--- src/rtl/hazard_ctrl_if.sv ---
// Pipeline hazard controller bundle: event inputs from the pipeline and
// stall/flush/redirect controls back to it. The controller uses the slave side.
interface hazard_ctrl_if;
    logic        raw_conflict;
    logic        imem_ready;
    logic        dmem_req;
    logic        dmem_ready;
    logic        ex_redirect;
    logic        trap_req;
    logic        perf_clr;

    logic        stall_pc;
    logic        stall_if2;
    logic        stall_id;
    logic        stall_ex;
    logic        stall_mem;
    logic        flush_if2;
    logic        flush_id;
    logic        flush_ex;
    logic        flush_mem;
    logic        flush_wb;
    logic [1:0]  pc_sel;
    logic        dmem_timeout;
    logic [15:0] stall_cycles;
    logic [2:0]  state_o;

    modport master (
        output raw_conflict, imem_ready, dmem_req, dmem_ready, ex_redirect, trap_req, perf_clr,
        input  stall_pc, stall_if2, stall_id, stall_ex, stall_mem,
        input  flush_if2, flush_id, flush_ex, flush_mem, flush_wb,
        input  pc_sel, dmem_timeout, stall_cycles, state_o
    );

    modport slave (
        input  raw_conflict, imem_ready, dmem_req, dmem_ready, ex_redirect, trap_req, perf_clr,
        output stall_pc, stall_if2, stall_id, stall_ex, stall_mem,
        output flush_if2, flush_id, flush_ex, flush_mem, flush_wb,
        output pc_sel, dmem_timeout, stall_cycles, state_o
    );
endinterface

--- src/rtl/hazard_ctrl.sv ---
// Hazard controller: prioritised trap / dmem / redirect / RAW / imem handling.
// Stall, flush and pc_sel are combinational from the registered state and current events.
module hazard_ctrl #(
    parameter int unsigned TRAP_LAT     = 2,
    parameter int unsigned DMEM_TIMEOUT = 255
) (
    input logic          clk,
    input logic          rst_n,
    hazard_ctrl_if.slave hz
);
    localparam logic [2:0] S_RUN  = 3'd0;
    localparam logic [2:0] S_RAW  = 3'd1;
    localparam logic [2:0] S_DW   = 3'd2;
    localparam logic [2:0] S_TRAP = 3'd3;

    localparam logic [3:0] TRAP_LOAD = 4'(TRAP_LAT);
    localparam logic [7:0] WAIT_LAST = 8'(DMEM_TIMEOUT - 1);

    logic [2:0]  state_q, state_d;
    logic [3:0]  trap_cnt_q, trap_cnt_d;
    logic [7:0]  wait_cnt_q, wait_cnt_d;
    logic        dmem_timeout_q, dmem_timeout_d;
    logic [15:0] stall_cycles_q, stall_cycles_d;

    logic        st_pc, st_if2, st_id, st_ex, st_mem;
    logic        fl_if2, fl_id, fl_ex, fl_mem, fl_wb;
    logic [1:0]  sel;
    logic        dmem_stall;

    assign dmem_stall = hz.dmem_req & ~hz.dmem_ready;

    always_comb begin
        st_pc          = 1'b0;
        st_if2         = 1'b0;
        st_id          = 1'b0;
        st_ex          = 1'b0;
        st_mem         = 1'b0;
        fl_if2         = 1'b0;
        fl_id          = 1'b0;
        fl_ex          = 1'b0;
        fl_mem         = 1'b0;
        fl_wb          = 1'b0;
        sel            = 2'd0;
        state_d        = S_RUN;
        trap_cnt_d     = trap_cnt_q;
        wait_cnt_d     = wait_cnt_q;
        dmem_timeout_d = 1'b0;

        case (state_q)
            S_RUN, S_RAW, S_DW: begin
                if (hz.trap_req) begin
                    sel        = 2'd2;
                    fl_if2     = 1'b1;
                    fl_id      = 1'b1;
                    fl_ex      = 1'b1;
                    fl_mem     = 1'b1;
                    trap_cnt_d = TRAP_LOAD;
                    state_d    = S_TRAP;
                end else if (dmem_stall) begin
                    st_pc   = 1'b1;
                    st_if2  = 1'b1;
                    st_id   = 1'b1;
                    st_ex   = 1'b1;
                    st_mem  = 1'b1;
                    fl_wb   = 1'b1;
                    state_d = S_DW;
                    // Counter restarts on entry; it wraps to 0 on the cycle that raises the pulse.
                    if (state_q != S_DW) begin
                        wait_cnt_d = '0;
                    end else if (wait_cnt_q == WAIT_LAST) begin
                        wait_cnt_d     = '0;
                        dmem_timeout_d = 1'b1;
                    end else begin
                        wait_cnt_d = wait_cnt_q + 8'd1;
                    end
                end else if (hz.ex_redirect) begin
                    sel    = 2'd1;
                    fl_if2 = 1'b1;
                    fl_id  = 1'b1;
                end else if (hz.raw_conflict && state_q != S_RAW) begin
                    st_pc   = 1'b1;
                    st_if2  = 1'b1;
                    fl_ex   = 1'b1;
                    state_d = S_RAW;
                end else if (!hz.imem_ready) begin
                    st_pc  = 1'b1;
                    fl_if2 = 1'b1;
                end
            end
            S_TRAP: begin
                st_pc      = 1'b1;
                fl_if2     = 1'b1;
                fl_id      = 1'b1;
                trap_cnt_d = trap_cnt_q - 4'd1;
                state_d    = (trap_cnt_q > 4'd1) ? S_TRAP : S_RUN;
            end
            default: state_d = S_RUN;
        endcase

        stall_cycles_d = stall_cycles_q;
        if (hz.perf_clr) begin
            stall_cycles_d = '0;
        end else if (st_pc && stall_cycles_q != 16'hFFFF) begin
            stall_cycles_d = stall_cycles_q + 16'd1;
        end
    end

    always_ff @(posedge clk or negedge rst_n) begin
        if (!rst_n) begin
            state_q        <= S_RUN;
            trap_cnt_q     <= '0;
            wait_cnt_q     <= '0;
            dmem_timeout_q <= 1'b0;
            stall_cycles_q <= '0;
        end else begin
            state_q        <= state_d;
            trap_cnt_q     <= trap_cnt_d;
            wait_cnt_q     <= wait_cnt_d;
            dmem_timeout_q <= dmem_timeout_d;
            stall_cycles_q <= stall_cycles_d;
        end
    end

    // Outputs are gated by rst_n so they read 0 during reset whatever the inputs do.
    assign hz.stall_pc     = rst_n & st_pc;
    assign hz.stall_if2    = rst_n & st_if2 & ~fl_if2;
    assign hz.stall_id     = rst_n & st_id & ~fl_id;
    assign hz.stall_ex     = rst_n & st_ex & ~fl_ex;
    assign hz.stall_mem    = rst_n & st_mem & ~fl_mem;
    assign hz.flush_if2    = rst_n & fl_if2;
    assign hz.flush_id     = rst_n & fl_id;
    assign hz.flush_ex     = rst_n & fl_ex;
    assign hz.flush_mem    = rst_n & fl_mem;
    assign hz.flush_wb     = rst_n & fl_wb;
    assign hz.pc_sel       = rst_n ? sel : 2'd0;
    assign hz.dmem_timeout = dmem_timeout_q;
    assign hz.stall_cycles = stall_cycles_q;
    assign hz.state_o      = state_q;
endmodule
--- src/flat_wrapper.sv ---
// flat-port wrapper written by rule: the top's interface ports become plain ports
module hazard_ctrl_flat 
#(
    parameter int unsigned TRAP_LAT     = 2,
    parameter int unsigned DMEM_TIMEOUT = 255
)
  (clk, rst_n, hz_raw_conflict, hz_imem_ready, hz_dmem_req, hz_dmem_ready, hz_ex_redirect, hz_trap_req, hz_perf_clr, hz_stall_pc, hz_stall_if2, hz_stall_id, hz_stall_ex, hz_stall_mem, hz_flush_if2, hz_flush_id, hz_flush_ex, hz_flush_mem, hz_flush_wb, hz_pc_sel, hz_dmem_timeout, hz_stall_cycles, hz_state_o);
  hazard_ctrl_if hz_i ();
  input logic clk;
  input logic rst_n;
  input wire logic [$bits(hz_i.raw_conflict)-1:0] hz_raw_conflict;
  input wire logic [$bits(hz_i.imem_ready)-1:0] hz_imem_ready;
  input wire logic [$bits(hz_i.dmem_req)-1:0] hz_dmem_req;
  input wire logic [$bits(hz_i.dmem_ready)-1:0] hz_dmem_ready;
  input wire logic [$bits(hz_i.ex_redirect)-1:0] hz_ex_redirect;
  input wire logic [$bits(hz_i.trap_req)-1:0] hz_trap_req;
  input wire logic [$bits(hz_i.perf_clr)-1:0] hz_perf_clr;
  output wire logic [$bits(hz_i.stall_pc)-1:0] hz_stall_pc;
  output wire logic [$bits(hz_i.stall_if2)-1:0] hz_stall_if2;
  output wire logic [$bits(hz_i.stall_id)-1:0] hz_stall_id;
  output wire logic [$bits(hz_i.stall_ex)-1:0] hz_stall_ex;
  output wire logic [$bits(hz_i.stall_mem)-1:0] hz_stall_mem;
  output wire logic [$bits(hz_i.flush_if2)-1:0] hz_flush_if2;
  output wire logic [$bits(hz_i.flush_id)-1:0] hz_flush_id;
  output wire logic [$bits(hz_i.flush_ex)-1:0] hz_flush_ex;
  output wire logic [$bits(hz_i.flush_mem)-1:0] hz_flush_mem;
  output wire logic [$bits(hz_i.flush_wb)-1:0] hz_flush_wb;
  output wire logic [$bits(hz_i.pc_sel)-1:0] hz_pc_sel;
  output wire logic [$bits(hz_i.dmem_timeout)-1:0] hz_dmem_timeout;
  output wire logic [$bits(hz_i.stall_cycles)-1:0] hz_stall_cycles;
  output wire logic [$bits(hz_i.state_o)-1:0] hz_state_o;
  assign hz_i.raw_conflict = hz_raw_conflict;
  assign hz_i.imem_ready = hz_imem_ready;
  assign hz_i.dmem_req = hz_dmem_req;
  assign hz_i.dmem_ready = hz_dmem_ready;
  assign hz_i.ex_redirect = hz_ex_redirect;
  assign hz_i.trap_req = hz_trap_req;
  assign hz_i.perf_clr = hz_perf_clr;
  assign hz_stall_pc = hz_i.stall_pc;
  assign hz_stall_if2 = hz_i.stall_if2;
  assign hz_stall_id = hz_i.stall_id;
  assign hz_stall_ex = hz_i.stall_ex;
  assign hz_stall_mem = hz_i.stall_mem;
  assign hz_flush_if2 = hz_i.flush_if2;
  assign hz_flush_id = hz_i.flush_id;
  assign hz_flush_ex = hz_i.flush_ex;
  assign hz_flush_mem = hz_i.flush_mem;
  assign hz_flush_wb = hz_i.flush_wb;
  assign hz_pc_sel = hz_i.pc_sel;
  assign hz_dmem_timeout = hz_i.dmem_timeout;
  assign hz_stall_cycles = hz_i.stall_cycles;
  assign hz_state_o = hz_i.state_o;
  hazard_ctrl #(.TRAP_LAT(TRAP_LAT), .DMEM_TIMEOUT(DMEM_TIMEOUT)) u_core (.clk(clk), .rst_n(rst_n), .hz(hz_i));
endmodule
--- config.mk ---
export PLATFORM = sky130hd
export DESIGN_NAME = hazard_ctrl_flat
export DESIGN_NICKNAME = d
export VERILOG_FILES = /design/src/rtl/hazard_ctrl_if.sv /design/src/rtl/hazard_ctrl.sv /design/src/flat_wrapper.sv
export SDC_FILE = /design/constraint.sdc
export NUM_CORES = 1
export LEC_CHECK = 0
export ABC_CLOCK_PERIOD_IN_PS = 2200
export BUFFER_PORTS_ARGS = -buffer_cell sky130_fd_sc_hd__buf_2
export CAP_MARGIN = 25
export CORE_AREA = 4 4 66 68
export DETAILED_ROUTE_END_ITERATION = 7
export DIE_AREA = 0 0 70 72
export PLACE_DENSITY = 0.73
export SYNTH_ARGS = -nofsm -noshare
export SYNTH_HDL_FRONTEND = slang
export SYNTH_SLANG_ARGS = --single-unit
export TNS_END_PERCENT = 100
--- constraint.sdc ---
create_clock -name clk -period 2.2 [get_ports clk]
set_input_delay 0.11 -clock clk [delete_from_list [all_inputs] [get_ports clk]]
set_output_delay 0.11 -clock clk [all_outputs]
set_load 0.02 [all_outputs]
==> results of run 1 <==
[sequential cells by signal, summed over array words and instances (netlist names)]
name                    count
u_core.hz.stall_cycles     16
u_core.wait_cnt_q           8
u_core.trap_cnt_q           4
u_core.hz.state_o           2
u_core.hz.dmem_timeout      1
[cell usage in the layout (no fill, tap or decap), types with 2 or more instances in the layout]
cell type / instances
ha_1: 5
and3_1: 4
nand4_1: 5
nand2_1: 14
and2_1: 3
mux2i_1: 2
and4_1: 4
o31ai_1: 6
nor2_1: 24
buf_2: 39
a21boi_0: 2
nand3_1: 13
or4_1: 6
or3_1: 5
clkbuf_8: 7
dfrtp_1: 31
nor2b_1: 5
nor4_1: 4
a21oi_1: 15
buf_4: 6
o21ai_0: 16
nor2_2: 2
xor2_1: 5
mux2_1: 2
inv_1: 8
[area by class of cell]
cell class	instances	area, sq um
flip-flops and latches	31	776
multi-input cells	157	965
fillers	375	1670
repair buffers	46	250
well taps	50	62.6
inverters	8	30.0
clock buffers	8	100
[kinds of logic (layout without fill, tap and decap cells)]
family | count (synthesis) | in the layout
xor gates and xnor gates | 6 | 6
muxes | 5 | 5
DFF | 31 | 31
buffers and inverters | 18 | 62
AOI/OAI and AO/OA | 46 | 46
adders and majority gates | 5 | 5
and+or+nand+nor | 94 | 94
other | 1 | 1
[metal layers]
| layer | routed length (um) | part of all wire, % | global-route usage [%] | up-vias |
|---|---|---|---|---|
| li1 | - | - | - | 821 |
| met1 | 1810 | 45 | 21.1 | 763 |
| met2 | 1940 | 48 | 28.3 | 46 |
| met3 | 239 | 5.9 | 4.85 | 6 |
| met4 | 62 | 1.5 | 7.45 | 0 |
| met5 | 0 | 0 | 0 | - |
[worst max-delay path by stage]
| stage | startpoint | to | slack (ns) | cells past startpoint |
|---|---|---|---|---|
| 2_1_floorplan | u_core.hz.stall_cycles[0] | u_core.hz.stall_cycles[5] | 0.21 | 7 |
| 3_3_place_gp | u_core.hz.stall_cycles[0] | u_core.hz.stall_cycles[5] | 0.29 | 6 |
| 3_5_place_dp | u_core.hz.stall_cycles[0] | u_core.hz.stall_cycles[5] | 0.23 | 6 |
| 4_1_cts | u_core.hz.state_o[0] | u_core.hz.stall_cycles[5] | 0.22 | 5 |
| 5_1_grt | u_core.hz.stall_cycles[0] | u_core.hz.stall_cycles[5] | 0.05 | 6 |
| 6_report | u_core.hz.state_o[0] | u_core.hz.stall_cycles[5] | 0.21 | 5 |
[power by group through the flow]
stage / Sequential, mW / Clock [mW] / Combinational, mW
after global placement: 0.755 / 0 / 0.576
final: 0.755 / 0.492 / 0.584
after CTS: 0.756 / 0.507 / 0.588
after detailed placement: 0.763 / 0 / 0.582
after floorplan: 0.766 / 0 / 0.422
after global routing: 0.776 / 0.535 / 0.661
[critical path, cell delays in order (launching register included)]
cell and delay, ns:
dfrtp_1 0.47, nand2b_4 0.18, a211oi_4 0.31, nor2_2 0.18, nor4_1 0.38, mux2_1 0.36
[repair_timing]
item,in CTS,in global routing
setup buffers,0,0
hold buffers,1,0
endpoints found under the hold margin,8,0
==> metrics.cfg, run 1 <==
[synth]
synthMuxAreaShare_pct=2.93
synthTopCellsByArea=dfrtp_1 42%, nor2_1 4.9%, o21ai_0 4.4%
syn-num-nets=220
synth.most_common_cell=dfrtp_1
yosys.area.top_type=dfrtp_1
synth-compound-area-share_pct=15.7
synth_seq_area_share_pct=42.3
yosys.area.top_type_share_pct=42.3
synth_xor_area_share_pct=2.86
synth-simple-area-share_pct=27.5
synth_common_cells=31 x dfrtp_1, 24 x nor2_1, 16 x o21ai_0
postSynthCellCount=206
synth_edf_count=0
yosysWarnings=0
synth_fa_ha_area_share_pct=3.41
syn_area_sq_um=1830
ys_types=42
synth_flop_cell=dfrtp_1
async_reset_ff_share_pct=100
synth_seq_cells=31
syn_avg_cell_area_sq_um=8.90
synth_top_family_by_area=simple AND/OR/NAND/NOR gates

[global_route]
antenna_found_initial=0
groute.usage.overall_pct=17.1
grt_start_max_net_pins=20
overflow=0
grt_pass1_wl_mm=7.01
grt_pass1_vias=1567

[placement]
io_buffers=39
pre_cts_slack_ns=0.228
placed_cells=291
dpl.hpwl_mm=3.00
place_congestion=0.826
placed_area_sq_um=2070

[cells_and_area]
diodes=0
fin_cells=300
drive_gt1_share_pct=23.6
area_growth_pct=19.0
fin_util_pct=56.6
post-route-cell-area_sq_um=2180
nNetsFinal=263

[timing]
whs_ns=0.216
maxSlewViolCount=0
finalCritPeriodShare_pct=90.6
min_period_ns=1.99
setup_tns_ns=0
hold_viol=0
setup_viol=0
fmax_mhz=502
skew_ns=0.00314
worst_slack_ns=0.208
rsz0062_at_grt=false

[worst_setup_path]
endpoint_kind=flop
critPathMaxFanout=16
rrSetupSlack_ns=0.21
r2r_start=u_core.hz.state_o[0]
reg2regPathDepth=5
timing.rr.end=u_core.hz.stall_cycles[5]
cp.arrival_ns=2.16
startpoint_type=flop
path_class=flop to flop
required_ns=2.36

[hold_path]
hp-start=hz_dmem_ready
worstHoldPathCells=4
hold_path.class=primary input to flop
hold_end=u_core.hz.dmem_timeout

[clock_tree]
cts-root-buf=clkbuf_8
cts_made_buffers=5
cts_sinks=31
ctsResizeCount=0
clk_latency_ns=0.28
cts_max_level=2
cts_tree=yes
clk_pin_slew_ns=0.06
cts_max_path_buffers=2

[power_and_ir_drop]
seq_power_share_pct=41.3
power_mw=1.83
p_per_area_nw_per_um2=839
switchingPower_mw=0.678
pwr-share-comb_pct=31.9
cellInternalPower_mw=1.15
switching_share_pct=37.0
p_leak_nw=1.04
irDropWorstVdd_v=0.000603
pwr-share-clk_pct=26.9

[floorplan]
die_x_um=70
core_sq_um=3860
io_pins=41
die_area_sq_um=5040
start_util_pct=47.6
fp-row-count=23
chipHeight_um=72

[route]
drtAntennaViolNets=0
totalWireLength_mm=4.04
vias=1636
vias_per_cell=5.45
wire_per_inst_um=13.5
drt_iter0_markers=67
firstDrtPassIters=4
drcViolationCount=0

[status]
status=finished, final reports clean

[run]
max-cap-violations=0

No activity file was read; power rests on OpenSTA's default activity.
==> inputs of run 2 (changes only) <==
Settings changed: CTS_CLUSTER_SIZE set to 14, PLACE_DENSITY 0.73 to 0.79, SLEW_MARGIN set to 10.
==> run 2 against run 1 <==
- final cell count is 0.33% lower
- sequential power hardly changed
- wire length is 0.96% higher
- utilization is 0.26 points higher
- count of clock-buffer cells in the layout is 2 lower
- fmax is 0.25% lower
- die area stayed put
- global-route usage hardly changed
- first-iteration DRC count is 55% higher
- via count is 0.18% higher
- sequential share of layout area is 0.16 points lower
- largest cell class unchanged
- critical endpoint unchanged
- combinational power hardly changed
- critical path type unchanged
==> metrics.cfg, run 2 (same netlist as run 1, synthesis figures left out) <==
[floorplan]
die_area_sq_um=5040  ; unchanged
core_sq_um=3860  ; unchanged
chipHeight_um=72  ; unchanged
io_pins=41  ; unchanged
die_x_um=70  ; unchanged
start_util_pct=47.6  ; unchanged
fp-row-count=23  ; unchanged

[clock_tree]
cts_sinks=31  ; unchanged
post_cts_buffers=0  ; unchanged
cts_made_buffers=5  ; unchanged
cts_max_level=2  ; unchanged
cts-root-buf=clkbuf_8
postCtsHoldBufs=1  ; unchanged
cts_max_path_buffers=2  ; unchanged
clk_pin_slew_ns=0.07  ; about the same
cts_tree=yes
clk_latency_ns=0.29  ; about the same
ctsResizeCount=0  ; unchanged

[power_and_ir_drop]
irDropWorstVdd_v=0.000508  ; -16%
p_leak_nw=1.04  ; +0.47%
p_per_area_nw_per_um2=878  ; +4.8%

[route]
drt_iter0_markers=104  ; +55%
drcViolationCount=0  ; unchanged
drtAntennaViolNets=0  ; unchanged
vias_per_cell=5.48  ; +0.52%
wire_per_inst_um=13.7  ; +1.3%
firstDrtPassIters=4  ; unchanged
totalWireLength_mm=4.08  ; +0.96%
vias=1639  ; +0.18%

[timing]
skew_ns=0.00828  ; +0.00514 ns
maxSlewHeadroom_pct=64.5
rsz0062_at_grt=false
hold_viol=0  ; unchanged
setup_tns_ns=0  ; unchanged
fmax_mhz=501  ; -0.25%
worst_pin_slew_ns=0.533
setup_viol=0  ; unchanged
finalCritPeriodShare_pct=90.8  ; +0.23 points
min_period_ns=2.00  ; +0.00507 ns
maxSlewViolCount=0  ; unchanged

[global_route]
groute.usage.overall_pct=17.1  ; about the same
grt_pass1_vias=1610  ; +2.7%
overflow=0  ; unchanged
grt_start_max_net_pins=22  ; +10%
grt_pass1_wl_mm=7.15  ; +2.0%
antenna_found_initial=0  ; unchanged

[worst_setup_path]
required_ns=2.37  ; about the same
critPathMaxFanout=15  ; -1
startpoint_type=flop
endpoint_kind=flop
path_class=flop to flop
cp.arrival_ns=2.17  ; about the same

[cells_and_area]
layout_commonest_cell=buf_2
drive_gt1_share_pct=23.7  ; +0.095 points
area_growth_pct=19.6
nNetsFinal=262  ; -0.38%
final_cell_mix=39 x buf_2, 31 x dfrtp_1, 24 x nor2_1
diodes=0  ; unchanged
fin_cells=299  ; -0.33%
fin_util_pct=56.9  ; +0.26 points
largest_reg_flops=16  ; unchanged

[placement]
place_congestion=0.867  ; +4.9%
placed_cells=290  ; -0.34%
dpl.hpwl_mm=3.01  ; +0.63%
io_buffers=39  ; unchanged

[status]
status=finished, final reports clean

[hold_path]
hold_path.class=primary input to flop

[run]
max-cap-violations=0  ; unchanged

## run 2: changes by cell type in the layout (fill, tap and decap cells not counted)
cell       delta
clkbuf_8      -1
bufinv_16     +1
clkbuf_1      -1
buf_4         -1
clkinv_2      +1
## run 2: final timing paths
| check | cells past startpoint | slack, ns | start | endpoint |
|---|---|---|---|---|
| min reg2reg | 1 | 0.51 | u_core.trap_cnt_q[3] | u_core.trap_cnt_q[3] |
| max | 6 | 0.20 | u_core.hz.stall_cycles[0] | u_core.hz.stall_cycles[5] |
| min | 4 | 0.19 | hz_dmem_ready | u_core.hz.dmem_timeout |
| max in group asynchronous | 3 | 1.40 | rst_n | u_core.hz.stall_cycles[13] |
| min in group asynchronous | 2 | 0.28 | rst_n | u_core.hz.stall_cycles[5] |
| max reg2reg | 6 | 0.20 | u_core.hz.stall_cycles[0] | u_core.hz.stall_cycles[5] |
## run 2: layout make-up
type | count | area, sq um
Multi-Input combinational cell | 157 | 965
Timing Repair Buffer | 45 | 243
Clock inverter | 2 | 35.0
Inverter | 8 | 30.0
Fill cell | 345 | 1660
Clock buffer | 6 | 82.6
Sequential cell | 31 | 776
Tap cell | 50 | 62.6
## run 2: layer usage
layer	up-vias	share of wire (%)	wire length, um	GRT usage (%)
met5	-	0	0	0
met4	0	0.42	17	4.68
met3	2	5.4	221	5.12
met2	41	49	1980	28.4
met1	777	46	1860	21.9
li1	819	-	-	-
## run 2: worst max-delay path, stage by stage, from the launching register on
cell and delay [ns]:
dfrtp_1 0.42, ha_1 0.21, and4_1 0.24, nand3_1 0.14
nor2_2 0.43, nor4_1 0.12, mux2_1 0.33
## run 2: power by group
| part | internal [mW] | total [mW] | switching (mW) |
|---|---|---|---|
| combinational | 0.213 | 0.587 | 0.374 |
| sequential | 0.654 | 0.753 | 0.0982 |
| clock | 0.366 | 0.587 | 0.221 |
## run 2: stage by stage
stage                     setup slack (ns)  area [sq um]  hold WS, ns  power (mW)
after detailed placement             0.221          2070       0.0656        1.35
after global placement               0.304          2070       0.0647        1.32
after global routing                0.0105          2190        0.224        2.06
final                                0.203          2190        0.187        1.93
after floorplan                      0.208          1830       -0.186        1.19
after CTS                            0.212          2190        0.168        1.94
